===== config.mk =====
export PLATFORM = sky130hd
export DESIGN_NAME = te_fifo_reader
export DESIGN_NICKNAME = d
export VERILOG_FILES = /design/src/rtl/te_fifo_reader.sv
export SDC_FILE = /design/constraint.sdc
export NUM_CORES = 1
export LEC_CHECK = 0
export BUFFER_PORTS_ARGS = -buffer_cell sky130_fd_sc_hd__buf_2
export CORE_MARGIN = 4
export CORE_UTILIZATION = 30
export CTS_BUF_LIST = sky130_fd_sc_hd__clkbuf_4 sky130_fd_sc_hd__clkbuf_8 sky130_fd_sc_hd__clkbuf_16
export DETAILED_ROUTE_END_ITERATION = 8
export GPL_TIMING_DRIVEN = 0
export REMOVE_ABC_BUFFERS = 1
export SETUP_SLACK_MARGIN = 0.1
export SYNTH_ARGS = -nofsm -noshare
export SYNTH_HDL_FRONTEND = slang
export SYNTH_SLANG_ARGS = --single-unit

===== constraint.sdc =====
create_clock -name clk -period 2.5 [get_ports clk]
set_clock_uncertainty 0.1 [all_clocks]
set_input_delay 0.5 -clock clk [delete_from_list [all_inputs] [get_ports clk]]
set_output_delay 0.5 -clock clk [all_outputs]
set_load 0.005 [all_outputs]

===== src/rtl/te_fifo_reader.sv =====
// Reads one block per channel from a rewindable sample FIFO and streams it to the
// correlator: read, receive, rewind for the next channel, skip after the last one.
module te_fifo_reader #(
  parameter int DATA_WIDTH = 8,
  parameter int ADDR_WIDTH = 14,
  parameter int CH_WIDTH   = 5
) (
  input  logic                  clk,
  input  logic                  rst_b,
  input  logic                  te_enable,
  input  logic                  fifo_clear,
  input  logic [CH_WIDTH:0]     channel_count,
  input  logic [ADDR_WIDTH-1:0] block_size,
  input  logic                  fifo_ready,
  input  logic                  fifo_data_valid,
  input  logic                  fifo_last_data,
  input  logic [DATA_WIDTH-1:0] fifo_data,
  output logic                  fifo_read,
  output logic                  fifo_rewind,
  output logic                  fifo_skip,
  input  logic                  corr_busy,
  output logic                  ch_start,
  output logic [CH_WIDTH-1:0]   ch_index,
  output logic                  corr_valid,
  output logic [DATA_WIDTH-1:0] corr_data,
  output logic                  corr_last,
  output logic [15:0]           block_count,
  output logic                  len_error,
  input  logic                  err_clear,
  output logic [2:0]            state_dbg
);

  localparam logic [2:0] S_IDLE       = 3'd0;
  localparam logic [2:0] S_WAIT_READY = 3'd1;
  localparam logic [2:0] S_REQUEST    = 3'd2;
  localparam logic [2:0] S_RECEIVE    = 3'd3;
  localparam logic [2:0] S_POST       = 3'd4;
  localparam logic [2:0] S_REWIND     = 3'd5;
  localparam logic [2:0] S_SKIP       = 3'd6;

  localparam logic [ADDR_WIDTH-1:0] CNT_ONE   = 1;
  localparam logic [ADDR_WIDTH:0]   CNT_ONE_W = 1;
  localparam logic [CH_WIDTH:0]     CH_ONE_W  = 1;

  // FIFO handshake: a sample is transferred on every cycle fifo_data_valid is high
  // while in RECEIVE (no back-pressure); fifo_last_data qualifies the final one.
  // Commands (read/rewind/skip) are single-cycle pulses, never two at once.

  logic [2:0]            state_q, state_d;
  logic [CH_WIDTH-1:0]   ch_index_q, ch_index_d;
  logic [CH_WIDTH:0]     ch_count_q, ch_count_d;
  logic [ADDR_WIDTH-1:0] cnt_q, cnt_d;
  logic [15:0]           block_count_q, block_count_d;
  logic                  len_error_q, len_error_d;
  logic                  fifo_read_q, fifo_read_d;
  logic                  fifo_rewind_q, fifo_rewind_d;
  logic                  fifo_skip_q, fifo_skip_d;
  logic                  ch_start_q, ch_start_d;
  logic                  corr_valid_q, corr_valid_d;
  logic                  corr_last_q, corr_last_d;
  logic [DATA_WIDTH-1:0] corr_data_q, corr_data_d;

  logic abort;
  logic rx_last;
  logic last_ch;

  always_comb begin
    abort   = fifo_clear | ~te_enable;
    rx_last = (state_q == S_RECEIVE) && fifo_data_valid && fifo_last_data;
    last_ch = ({1'b0, ch_index_q} + CH_ONE_W) >= ch_count_q;

    state_d       = state_q;
    ch_index_d    = ch_index_q;
    ch_count_d    = ch_count_q;
    cnt_d         = cnt_q;
    block_count_d = block_count_q;
    len_error_d   = err_clear ? 1'b0 : len_error_q;

    case (state_q)
      S_IDLE: begin
        if (channel_count != '0) state_d = S_WAIT_READY;
      end
      S_WAIT_READY: begin
        ch_count_d = channel_count;
        if (channel_count == '0) state_d = S_IDLE;
        else if (fifo_ready)     state_d = S_REQUEST;
      end
      S_REQUEST: begin
        cnt_d   = '0;
        state_d = S_RECEIVE;
      end
      S_RECEIVE: begin
        if (fifo_data_valid) cnt_d = (cnt_q == '1) ? cnt_q : cnt_q + CNT_ONE;
        if (rx_last) begin
          state_d = S_POST;
          // Length mismatch is flagged but the block still completes normally.
          if (({1'b0, cnt_q} + CNT_ONE_W) != {1'b0, block_size} && !abort)
            len_error_d = 1'b1;
        end
      end
      S_POST: begin
        if (!corr_busy) state_d = last_ch ? S_SKIP : S_REWIND;
      end
      S_REWIND: begin
        ch_index_d = ch_index_q + 1'b1;
        state_d    = S_REQUEST;
      end
      S_SKIP: begin
        state_d = S_WAIT_READY;
      end
      default: state_d = S_IDLE;
    endcase

    if (abort) state_d = S_IDLE;
    if (state_d == S_IDLE || state_d == S_WAIT_READY) ch_index_d = '0;
    if (state_d == S_SKIP) block_count_d = block_count_q + 16'd1;

    // Command pulses are registered copies of the state being entered.
    fifo_read_d   = (state_d == S_REQUEST);
    ch_start_d    = (state_d == S_REQUEST);
    fifo_rewind_d = (state_d == S_REWIND);
    fifo_skip_d   = (state_d == S_SKIP);

    corr_valid_d = (state_q == S_RECEIVE) && fifo_data_valid && !abort;
    corr_last_d  = rx_last && !abort;
    corr_data_d  = fifo_data;
  end

  always_ff @(posedge clk or negedge rst_b) begin
    if (!rst_b) begin
      state_q       <= S_IDLE;
      ch_index_q    <= '0;
      ch_count_q    <= '0;
      cnt_q         <= '0;
      block_count_q <= '0;
      len_error_q   <= 1'b0;
      fifo_read_q   <= 1'b0;
      fifo_rewind_q <= 1'b0;
      fifo_skip_q   <= 1'b0;
      ch_start_q    <= 1'b0;
      corr_valid_q  <= 1'b0;
      corr_last_q   <= 1'b0;
      corr_data_q   <= '0;
    end else begin
      state_q       <= state_d;
      ch_index_q    <= ch_index_d;
      ch_count_q    <= ch_count_d;
      cnt_q         <= cnt_d;
      block_count_q <= block_count_d;
      len_error_q   <= len_error_d;
      fifo_read_q   <= fifo_read_d;
      fifo_rewind_q <= fifo_rewind_d;
      fifo_skip_q   <= fifo_skip_d;
      ch_start_q    <= ch_start_d;
      corr_valid_q  <= corr_valid_d;
      corr_last_q   <= corr_last_d;
      corr_data_q   <= corr_data_d;
    end
  end

  assign fifo_read   = fifo_read_q;
  assign fifo_rewind = fifo_rewind_q;
  assign fifo_skip   = fifo_skip_q;
  assign ch_start    = ch_start_q;
  assign ch_index    = ch_index_q;
  assign corr_valid  = corr_valid_q;
  assign corr_data   = corr_data_q;
  assign corr_last   = corr_last_q;
  assign block_count = block_count_q;
  assign len_error   = len_error_q;
  assign state_dbg   = state_q;

endmodule


==> results.json <==
{
  "n_antenna_cell": 0,
  "grt_max_degree": 59,
  "max_stage_delay_ns": 0.39,
  "slew_headroom_pct": 50.38,
  "cp_data_required_time_ns": 2.62,
  "endpoint_kind": "flip-flop",
  "path_class": "reg -> reg",
  "dpl_worst_slack_ns": -0.5493,
  "max-vdd-ir-drop_v": 0.0002226,
  "grt_usage_pct": 13.64,
  "drc": 0,
  "maxCapViolations": 0,
  "dp_hpwl_mm": 5.573,
  "hp-class": "in -> async",
  "syn_area_um2": 3141,
  "synth_top_area_cell": "dfrtp_1",
  "cp_slowest_cell": "dfrtp_1",
  "crit_family": "adder cells",
  "tightest_slew_ns": 0.7443,
  "drt-initial-drc-count": 123,
  "initial_utilization_pct": 30.56,
  "path_buf_inv": 0,
  "clock_latency_ns": 0.34,
  "cp.arrival_ns": 2.54,
  "cts_made_buffers": 9,
  "clkPwrFrac_pct": 47.3,
  "pwr-share-seq_pct": 44.2,
  "fin_ws_ns": 0.07798,
  "synth-edff-count": 0,
  "slew_viol_final": 0,
  "cts_tree": "yes",
  "ys_seq_area_share_pct": 46.22,
  "r2r_end": "block_count[1]",
  "h-tree-depth": 3,
  "p_leak_nw": 1.981,
  "fin_util_pct": 39.27,
  "p_switching_mw": 0.5086,
  "overflow": 0,
  "combPwrFrac_pct": 8.5,
  "clockBufferDepth": 2,
  "fill_cells": 1041,
  "rows": 37,
  "syn_inst": 324,
  "drive_gt1_share_pct": 30.60,
  "wl_per_cell_um": 14.27,
  "cts_root_buf": "clkbuf_8",
  "reg2reg_slack_ns": 0.08,
  "areaGrowthSynthToFinish_pct": 28.53,
  "finalCritPeriodShare_pct": 96.88,
  "yosys-top-cells-count": "dfrtp_1 (58), nand2_1 (36), nor2_1 (27), xnor2_1 (24), o21ai_0 (21)",
  "switching_share_pct": 22.90,
  "power.internal_mw": 1.712,
  "avgSynthCellArea_um2": 9.693,
  "start_kind": "flip-flop",
  "io_buffers": 75,
  "hold_viol": 0,
  "r2r_cells": 9,
  "whs_ns": 0.1250,
  "setup_viol": 0,
  "synth_cell_types": 53,
  "grt_first_pass_wirelength_mm": 12.82,
  "dieArea_um2": 12170,
  "period_needed_ns": 2.422,
  "cts.clk_slew.worst_paths_ns": 0.07,
  "ctsHoldBuffers": 0,
  "cts_num_sinks": 58,
  "critPathMaxFanout": 4,
  "synthArstFlopShare_pct": 100.0,
  "ys_warn_count": 0,
  "power_density_nw_per_um2": 550.3,
  "synth_flop_cell": "dfrtp_1",
  "grt_antenna_before_repair": 0,
  "p_total_mw": 2.221,
  "coreArea_um2": 10280,
  "boundaryPins": 76,
  "synth_top_area_share_pct": 46.22,
  "firstDrtPassIters": 5,
  "vias": 2670,
  "ys_ff_latch": 58,
  "die_height_um": 110.3,
  "final_antenna_net_count": 0,
  "rsz0062_at_grt": "yes",
  "yosysMostFrequentCell": "dfrtp_1",
  "synth.area.top_cells": "dfrtp_1 (46%), xnor2_1 (6.7%), xor2_1 (5.0%)",
  "finalNetCount": 456,
  "place_congestion": 0.8287,
  "drt-total-wl_mm": 7.861,
  "reg2reg_from": "ch_index[0]",
  "die_width_um": 110.3,
  "vias_per_cell": 4.846,
  "cp_cell_sequence": "ha_2 -> nand3_2 -> xnor2_1 -> ha_1 -> nand4_1 -> o221ai_4 -> a31oi_4 -> nor2_4 -> mux2_4",
  "status": "completed",
  "first_global_vias": 2639,
  "fmax_ghz": 0.4129
}
==> logic make-up after synthesis <==
kind of cell,after synthesis,synth area share [%]
muxes,3,1.155
buffers and inverters,27,4.183
DFF,58,46.22
and+or+nand+nor,124,20.32
AOI/OAI and AO/OA,61,12.83
adders and majority gates,9,3.586
xor gates and xnor gates,42,11.71
==> final cells by class <==
cell class                 instances  area (µm²)  share of cell area (%)
multi-input combinational        239        1653                   40.95
sequential                        58        1453                   35.99
timing repair buffer              86       464.2                   11.50
tap                              136       170.2                   4.216
clock buffer                      10       131.4                   3.255
clock inverter                     6       105.1                   2.604
inverter                          16       60.06                   1.488
==> worst register-to-register path, stage by stage (launching register included) <==
cell and delay (ns):
dfrtp_1 0.39, ha_2 0.21, nand3_2 0.09, xnor2_1 0.14
ha_1 0.32, nand4_1 0.15, o221ai_4 0.29, a31oi_4 0.16
nor2_4 0.15, mux2_4 0.31
==> flip-flops by register name (all words and copies together), names as in the netlist <==
signal       flops
fifo_skip        1
ch_index         5
block_count     16
ch_count_q       6
ch_start         1
fifo_rewind      1
corr_last        1
corr_valid       1
corr_data        8
state_dbg        3
cnt_q           14
len_error        1
==> per-layer routing <==
| layer | track usage (%) | routed length (µm) |
|---|---|---|
| met5 | 0 | 0 |
| met4 | 4.749 | 158 |
| met3 | 3.378 | 399 |
| met2 | 22.62 | 3918 |
| met1 | 17.31 | 3385 |
==> cell usage in the layout (no fill, tap or decap), types with 2 or more instances in the layout <==
cell type  synthesis  layout
o31ai_1            3       3
ha_2               0       2
o21ai_1           11      11
inv_1             16      16
a21oi_1            4       3
nand2_4            0       2
o41ai_1            2       2
buf_4              3      11
and3_1             5       5
nand4_1            5       5
and4_1             4       4
o21ai_0           21      21
clkinv_2           0       3
nor2_2             2       2
nor2_1            27      26
nor3_1             5       5
buf_2              3      74
a31oi_1            3       3
nor4_1             3       3
nand2_1           36      34
xor2_1            18      18
a21o_1             3       3
nand2b_1           3       3
o22ai_1            2       2
dfrtp_1           58      57
nand3_1           17      16
xnor2_1           24      24
nor2b_1            4       4
ha_1               9       7
bufinv_16          0       3
and2_1             3       3
clkbuf_8           0       9
==> worst max path at each step <==
stage | cells after the start | end | start | slack (ns)
2_1_floorplan | 9 | block_count[1] | ch_index[0] | -0.16
3_3_place_gp | 9 | block_count[9] | ch_index[0] | -0.52
3_5_place_dp | 9 | block_count[9] | ch_index[0] | -0.55
4_1_cts | 9 | block_count[9] | ch_index[0] | 0.04
5_1_grt | 9 | block_count[1] | ch_index[0] | 0.006
6_report | 9 | block_count[1] | ch_index[0] | 0.08
==> timing repair <==
item | CTS | global route
endpoints found under the hold margin | 0 | 0
gates cloned | 0 | 0
setup endpoints to repair | 33 | 26
setup buffers | 11 | 0
pin swaps | 6 | 2
gates resized for setup | 8 | 12
==> through the flow <==
| stage | TNS [ns] | instance area (µm²) | cells |
|---|---|---|---|
| after floorplan | -0.3032 | 3069 | 313 |
| after global placement | -4.514 | 3615 | 524 |
| after detailed placement | -5.055 | 3615 | 524 |
| after CTS | 0 | 3980 | 551 |
| after global routing | 0 | 4036 | 551 |
| final | 0 | 4036 | 551 |
==> power groups by stage <==
stage               Sequential [mW]  Clock, mW  Combinational, mW
floorplan                     0.996          0             0.0814
global placement              0.997          0              0.164
detailed placement            0.999          0              0.168
CTS                           0.981       1.07              0.185
global route                  0.984       1.12              0.212
finish                        0.982       1.05              0.188
No activity file was read; power rests on OpenSTA's default activity.
